--- src/rtl/regfile_read_arbiter_pkg.sv ---
// Shared constants for the register-file read-port arbiter slice.
package regfile_arb_pkg;

    localparam int NUM_REQ_DEF  = 4;
    localparam int ADDR_W_DEF   = 5;
    localparam int DATA_W_DEF   = 64;
    localparam int READ_LAT_DEF = 1;

    // Index width for a requester count, never less than one bit.
    function automatic int idx_width(input int n);
        return (n <= 2) ? 1 : $clog2(n);
    endfunction

endpackage

--- src/rtl/regfile_read_arbiter_if.sv ---
// Bundle between the operand-fetch clients, the read mux and the arbiter.
//
// Handshake: a requester raises req[i] with addr slot i and holds both
// stable until it observes gnt[i]=1 for one cycle. If req[i] is still high
// at the edge that ends the grant cycle, that is a fresh request. The read
// data comes back as a one-cycle rsp_valid[i] pulse with rsp_data exactly
// READ_LAT cycles after gnt[i]; there is no back-pressure on the response.
// rf_stall high blocks new grants only; reads already granted still return.
interface regfile_read_arbiter_if
    import regfile_arb_pkg::*;
#(
    parameter int NUM_REQ = NUM_REQ_DEF,
    parameter int ADDR_W  = ADDR_W_DEF,
    parameter int DATA_W  = DATA_W_DEF
) ();

    logic [NUM_REQ-1:0]        req;
    logic [NUM_REQ*ADDR_W-1:0] addr;
    logic                      rf_stall;
    logic [NUM_REQ-1:0]        gnt;
    logic [ADDR_W-1:0]         rf_sel;
    logic [DATA_W-1:0]         rf_data;
    logic [NUM_REQ-1:0]        rsp_valid;
    logic [DATA_W-1:0]         rsp_data;
    logic                      busy;

    // Requester / register-file side.
    modport master (
        output req, addr, rf_stall, rf_data,
        input  gnt, rf_sel, rsp_valid, rsp_data, busy
    );

    // Arbiter side.
    modport slave (
        input  req, addr, rf_stall, rf_data,
        output gnt, rf_sel, rsp_valid, rsp_data, busy
    );

endinterface

--- src/rtl/regfile_read_arbiter_rr_arbiter.sv ---
// Round-robin picker: pointer register plus rotate-priority search.
module rr_arbiter
    import regfile_arb_pkg::*;
#(
    parameter int NUM_REQ = NUM_REQ_DEF,
    parameter int IDX_W   = idx_width(NUM_REQ)
) (
    input  logic               clk,
    input  logic               reset,
    input  logic [NUM_REQ-1:0] req,
    input  logic               en,
    output logic [NUM_REQ-1:0] grant_next,
    output logic [IDX_W-1:0]   index
);

    localparam logic [IDX_W:0]   NUM_W = (IDX_W+1)'(NUM_REQ);
    localparam logic [IDX_W-1:0] LAST  = IDX_W'(NUM_REQ - 1);

    logic [IDX_W-1:0] ptr;
    logic [IDX_W:0]   cand;
    logic             found;

    // Search from the pointer upward, wrapping, for the first requester.
    always_comb begin
        grant_next = '0;
        index      = '0;
        found      = 1'b0;
        cand       = '0;
        for (int off = 0; off < NUM_REQ; off++) begin
            cand = {1'b0, ptr} + (IDX_W+1)'(off);
            if (cand >= NUM_W) begin
                cand = cand - NUM_W;
            end
            if (!found && req[cand[IDX_W-1:0]]) begin
                found = 1'b1;
                index = cand[IDX_W-1:0];
            end
        end
        if (en && found) begin
            grant_next[index] = 1'b1;
        end
    end

    // Winner moves to lowest priority; pointer holds when nobody wins.
    always_ff @(posedge clk or posedge reset) begin
        if (reset) begin
            ptr <= '0;
        end else if (en && found) begin
            ptr <= (index == LAST) ? '0 : index + 1'b1;
        end
    end

endmodule

--- src/rtl/regfile_read_arbiter.sv ---
// Shares the register-file read mux among NUM_REQ operand-fetch clients:
// registered grant and select, a one-hot tag pipeline READ_LAT deep, and
// response capture when a tag reaches the end of the pipeline.
module regfile_read_arbiter
    import regfile_arb_pkg::*;
#(
    parameter int NUM_REQ  = NUM_REQ_DEF,
    parameter int ADDR_W   = ADDR_W_DEF,
    parameter int DATA_W   = DATA_W_DEF,
    parameter int READ_LAT = READ_LAT_DEF
) (
    input  logic                  clk,
    input  logic                  reset,
    regfile_read_arbiter_if.slave bus
);

    localparam int IDX_W = idx_width(NUM_REQ);

    logic [NUM_REQ-1:0]          grant_next;
    logic [IDX_W-1:0]            win_idx;
    logic [ADDR_W-1:0]           win_addr;
    logic [NUM_REQ-1:0]          gnt_q;
    logic [ADDR_W-1:0]           sel_q;
    logic [READ_LAT*NUM_REQ-1:0] tag_sr;
    logic [NUM_REQ-1:0]          tag_tail_in;
    logic [DATA_W-1:0]           rsp_data_q;

    rr_arbiter #(
        .NUM_REQ (NUM_REQ),
        .IDX_W   (IDX_W)
    ) u_rr (
        .clk        (clk),
        .reset      (reset),
        .req        (bus.req),
        .en         (~bus.rf_stall),
        .grant_next (grant_next),
        .index      (win_idx)
    );

    // Register number of the current winner.
    always_comb begin
        win_addr = bus.addr[win_idx*ADDR_W +: ADDR_W];
    end

    // Grant pulse every cycle; select only moves when there is a winner.
    always_ff @(posedge clk or posedge reset) begin
        if (reset) begin
            gnt_q <= '0;
            sel_q <= '0;
        end else begin
            gnt_q <= grant_next;
            if (|grant_next) begin
                sel_q <= win_addr;
            end
        end
    end

    // Tag pipeline: stage 0 follows gnt, last stage is the response pulse.
    generate
        if (READ_LAT == 1) begin : g_lat1
            assign tag_tail_in = gnt_q;
            // Single stage holds the grant seen in the previous cycle.
            always_ff @(posedge clk or posedge reset) begin
                if (reset) begin
                    tag_sr <= '0;
                end else begin
                    tag_sr <= gnt_q;
                end
            end
        end else begin : g_latn
            assign tag_tail_in = tag_sr[(READ_LAT-2)*NUM_REQ +: NUM_REQ];
            // Shift grants toward the response end one stage per cycle.
            always_ff @(posedge clk or posedge reset) begin
                if (reset) begin
                    tag_sr <= '0;
                end else begin
                    tag_sr <= {tag_sr[(READ_LAT-1)*NUM_REQ-1:0], gnt_q};
                end
            end
        end
    endgenerate

    // Capture mux data only at the edge where a tag emerges; hold otherwise.
    always_ff @(posedge clk or posedge reset) begin
        if (reset) begin
            rsp_data_q <= '0;
        end else if (|tag_tail_in) begin
            rsp_data_q <= bus.rf_data;
        end
    end

    assign bus.gnt       = gnt_q;
    assign bus.rf_sel    = sel_q;
    assign bus.rsp_valid = tag_sr[(READ_LAT-1)*NUM_REQ +: NUM_REQ];
    assign bus.rsp_data  = rsp_data_q;
    assign bus.busy      = (|gnt_q) | (|tag_sr);

    a_gnt_onehot : assert property (@(posedge clk) disable iff (reset)
        $onehot0(bus.gnt));

    a_rsp_onehot : assert property (@(posedge clk) disable iff (reset)
        $onehot0(bus.rsp_valid));

    a_no_gnt_after_stall : assert property (@(posedge clk) disable iff (reset)
        bus.rf_stall |=> (bus.gnt == '0));

endmodule

--- src/flat_wrapper.sv ---
// flat-port wrapper written by rule: the top's interface ports become plain ports
module regfile_read_arbiter_flat import regfile_arb_pkg::*;
#(
    parameter int NUM_REQ  = NUM_REQ_DEF,
    parameter int ADDR_W   = ADDR_W_DEF,
    parameter int DATA_W   = DATA_W_DEF,
    parameter int READ_LAT = READ_LAT_DEF
)
  (clk, reset, bus_req, bus_addr, bus_rf_stall, bus_rf_data, bus_gnt, bus_rf_sel, bus_rsp_valid, bus_rsp_data, bus_busy);
  regfile_read_arbiter_if #(.NUM_REQ(NUM_REQ), .ADDR_W(ADDR_W), .DATA_W(DATA_W)) bus_i ();
  input  logic clk;
  input  logic reset;
  input wire logic [$bits(bus_i.req)-1:0] bus_req;
  input wire logic [$bits(bus_i.addr)-1:0] bus_addr;
  input wire logic [$bits(bus_i.rf_stall)-1:0] bus_rf_stall;
  input wire logic [$bits(bus_i.rf_data)-1:0] bus_rf_data;
  output wire logic [$bits(bus_i.gnt)-1:0] bus_gnt;
  output wire logic [$bits(bus_i.rf_sel)-1:0] bus_rf_sel;
  output wire logic [$bits(bus_i.rsp_valid)-1:0] bus_rsp_valid;
  output wire logic [$bits(bus_i.rsp_data)-1:0] bus_rsp_data;
  output wire logic [$bits(bus_i.busy)-1:0] bus_busy;
  assign bus_i.req = bus_req;
  assign bus_i.addr = bus_addr;
  assign bus_i.rf_stall = bus_rf_stall;
  assign bus_i.rf_data = bus_rf_data;
  assign bus_gnt = bus_i.gnt;
  assign bus_rf_sel = bus_i.rf_sel;
  assign bus_rsp_valid = bus_i.rsp_valid;
  assign bus_rsp_data = bus_i.rsp_data;
  assign bus_busy = bus_i.busy;
  regfile_read_arbiter #(.NUM_REQ(NUM_REQ), .ADDR_W(ADDR_W), .DATA_W(DATA_W), .READ_LAT(READ_LAT)) u_core (.clk(clk), .reset(reset), .bus(bus_i));
endmodule
--- config.mk ---
export PLATFORM = sky130hd
export DESIGN_NAME = regfile_read_arbiter_flat
export DESIGN_NICKNAME = d
export VERILOG_FILES = /design/src/rtl/regfile_read_arbiter_pkg.sv /design/src/rtl/regfile_read_arbiter_if.sv /design/src/rtl/regfile_read_arbiter_rr_arbiter.sv /design/src/rtl/regfile_read_arbiter.sv /design/src/flat_wrapper.sv
export SDC_FILE = /design/constraint.sdc
export NUM_CORES = 1
export LEC_CHECK = 0
export BUFFER_PORTS_ARGS = -buffer_cell sky130_fd_sc_hd__buf_4
export CAP_MARGIN = 20
export CORE_MARGIN = 1.5
export CORE_UTILIZATION = 40
export CTS_CLUSTER_SIZE = 40
export DETAILED_ROUTE_END_ITERATION = 16
export HOLD_SLACK_MARGIN = 0.03
export PLACE_DENSITY_LB_ADDON = 0.25
export SETUP_SLACK_MARGIN = 0.15
export SYNTH_ARGS = -nofsm -noshare
export SYNTH_HDL_FRONTEND = slang
export SYNTH_HIERARCHICAL = 1
export SYNTH_SLANG_ARGS = --single-unit
export TNS_END_PERCENT = 5
--- constraint.sdc ---
create_clock -name clk -period 3.26 [get_ports clk]
set_clock_uncertainty 0.05 [all_clocks]
set_input_delay 0.489 -clock clk [delete_from_list [all_inputs] [get_ports clk]]
set_output_delay 0.489 -clock clk [all_outputs]
set_load 0.05 [all_outputs]
==> flow_summary_export.csv <==
group,metric,value,unit
timing,period_share,0.799,
worst_setup_path,arrival,2.77,ns
run_status,status,"complete, no violations",
routing,routed_wl,6930,um
timing,hold_slack,0.307,ns
routing,top_layer_used,"met4",
timing,finalSetupTns,0,ns
worst_setup_path,slowest_stage,"dfrtp_1",
synth,ys_types,29,
clock_tree,clk_pin_slew,0.08,ns
global_route,grt-ovfl-total,0,
clock_tree,clock_sinks,79,
worst_setup_path,start_kind,"flip-flop",
timing,final_max_slew_viol_count,0,
routing,wl_met1,2860,um
global_route,grt_pass1_vias,2257,
worst_setup_path,cp.buffers_inverters,0,
routing,dr_wl_met3,677,um
synth,syn_inst,197,
floorplanning,start_util,0.415,
timing,layout_min_cycle_time,2.60,ns
synth,ys_ff_latch,79,
place,post-dp-hpwl,5230,um
timing,finalSetupViolations,0,
place,port_buffers,168,
global_route,grt_start_max_net_pins,78,
synth,synthTopCellsByArea,"dfrtp_1 (61%), mux2_1 (17%), mux2_2 (7.0%), mux4_2 (3.5%), buf_6 (1.7%)",
floorplanning,coreArea,7770,um^2
worst_setup_path,crit_chain,"mux2i_1, or2_2, and3_1, ha_1, and2_1, nor4_4, mux2_2",
global_route,antenna_found_initial,0,
floorplanning,die_y,92.7,um
worst_setup_path,crit_type,"flip-flop to flip-flop",
place,dp_slack,0.453,ns
finish,n_antenna_cell,0,
timing,fmax,384,MHz
synth,ys_warn_count,6,
routing,wire_per_inst,14.5,um
clock_tree,insertion_delay,0.33,ns
routing,first_pass_iters,4,
floorplanning,die_w,92.7,um
worst_setup_path,worstPathMaxFanout,7,
finish,syn_to_final_growth,49.2,%
timing,rsz0062_at_grt,"no",
finish,finish.instance_area,4810,um^2
place,place_area,4580,um^2
worst_setup_path,crit_family,"simple AND/OR/NAND/NOR gates",
synth,ys_seq_area_frac,0.614,
clock_tree,cts_tree,"built",
synth,synth_flop_cell,"dfrtp_1",
place,gp_congestion,0.786,
worst_setup_path,cpPeakStageDelay,0.46,ns
clock_tree,h-tree-depth,3,
routing,drc_errors,0,
timing,worst_pin_slew,0.478,ns
routing,viasPerCell,4.70,
clock_tree,root_buffer,"clkbuf_8",
timing,maxSlewHeadroom,0.682,
synth,synth_top_area_share,0.614,
synth,synth_common_cells,"dfrtp_1 (79), mux2_1 (49), mux2_2 (20), buf_6 (5), mux4_2 (5)",
hold_path,hp-class,"input pin to flip-flop",
synth,yosysMostFrequentCell,"dfrtp_1",
floorplanning,io-pin-count,169,
timing,setup_slack,0.655,ns
finish,fillers,614,
synth,ys_async_sr_fraction,1.00,
clock_tree,cts_max_path_buffers,2,
worst_setup_path,end_kind,"flip-flop",
synth,postSynthNetCount,292,
routing,drt_iter0_drc,29,
synth,netlist.top_cell.by_area,"dfrtp_1",
routing,vias,2245,
synth,avgSynthCellArea,16.4,um^2
worst_setup_path,required,3.43,ns
flow_run,drv_cap,0,
synth,syn_area,3220,um^2
routing,wl_met2,3300,um
global_route,grt_usage,0.165,
finish,nNetsFinal,467,
timing,hold_viol,0,
global_route,grt_pass1_wl,10800,um
finish,drive_gt1_frac,0.574,
synth,synth_edf_count,0,
floorplanning,dieArea,8600,um^2
floorplanning,num_rows,32,
routing,ant_nets,0,
clock_tree,cts.repair.resized,0,
clock_tree,cts_buffers,9,
kinds of logic after synthesis:
| family | count (synthesis) | share of synthesized area |
|---|---|---|
| flops | 79 | 0.614 |
| mux | 76 | 0.284 |
| simple gates | 15 | 0.0342 |
| buf+inv | 13 | 0.0291 |
| compound gates | 10 | 0.0237 |
| fa+ha+maj | 4 | 0.0155 |
per-layer routing:
layer	global-route usage	vias to the layer above
met5	0	-
met4	0.0657	0
met3	0.0640	10
met2	0.272	114
met1	0.194	1062
li1	-	1059
sequential cells by signal, summed over array words and instances (netlist names):
signal / cells
u_core/bus.gnt: 4
u_core/u_rr/ptr: 2
u_core/bus.rsp_data: 64
u_core/bus.rsp_valid: 4
u_core/bus.rf_sel: 5
final timing paths:
kind	slack, ns	start	cells past startpoint	end
setup / recovery	0.66	u_core/u_rr/ptr[1]	7	u_core/bus.rf_sel[1]
hold / removal	0.31	bus_rf_data[53]	2	u_core/bus.rsp_data[53]
setup reg to reg	0.66	u_core/u_rr/ptr[1]	7	u_core/bus.rf_sel[1]
hold reg to reg	0.41	u_core/bus.gnt[0]	0	u_core/bus.rsp_valid[0]
max in group asynchronous	2.09	reset	4	u_core/bus.rsp_data[1]
min in group asynchronous	0.53	reset	3	u_core/u_rr/ptr[0]
layout by cell type (no fill, tap or decap), drive strengths merged, types with 2 or more instances in the layout:
master    n
nor4      3
o41a      2
clkbuf   11
ha        4
a21oi     2
inv       3
o21a      2
and2      4
nand2b    2
bufinv    2
dfrtp    79
clkinv    3
mux2     70
mux4      5
buf     172
worst register-to-register path: cells and delay by family, from the launching register on:
| family | cells | cell delay [ns] |
|---|---|---|
| AND/OR/NAND/NOR | 4 | 1.18 |
| multiplexers | 2 | 0.55 |
| flip-flops | 1 | 0.46 |
| adder cells (fa/ha/maj) | 1 | 0.25 |
timing repair:
item | 4_1_cts | 5_1_grt
hold buffers | 1 | 0
buffers inserted | 0 | 0
endpoints found under the hold margin | 2 | 0
through the flow:
step	utilization	std cells
global placement	0.590	462
floorplan	-	197
detailed placement	0.590	462
global route	0.619	478
finish	0.619	478
CTS	0.619	478
final cells by class:
type	count	area (um^2)	share of cell area
flip-flops and latches	79	1980	0.411
repair buffers	173	1310	0.273
multi-input cells	105	1160	0.241
clock buffers	11	141	0.0294
well taps	102	128	0.0266
clock inverters	4	70.1	0.0146
inverters	4	16.3	0.00338
Power is left out: the tool's default activity adds up to more than one toggle a clock period on the data nets, which glitch-free logic cannot reach.
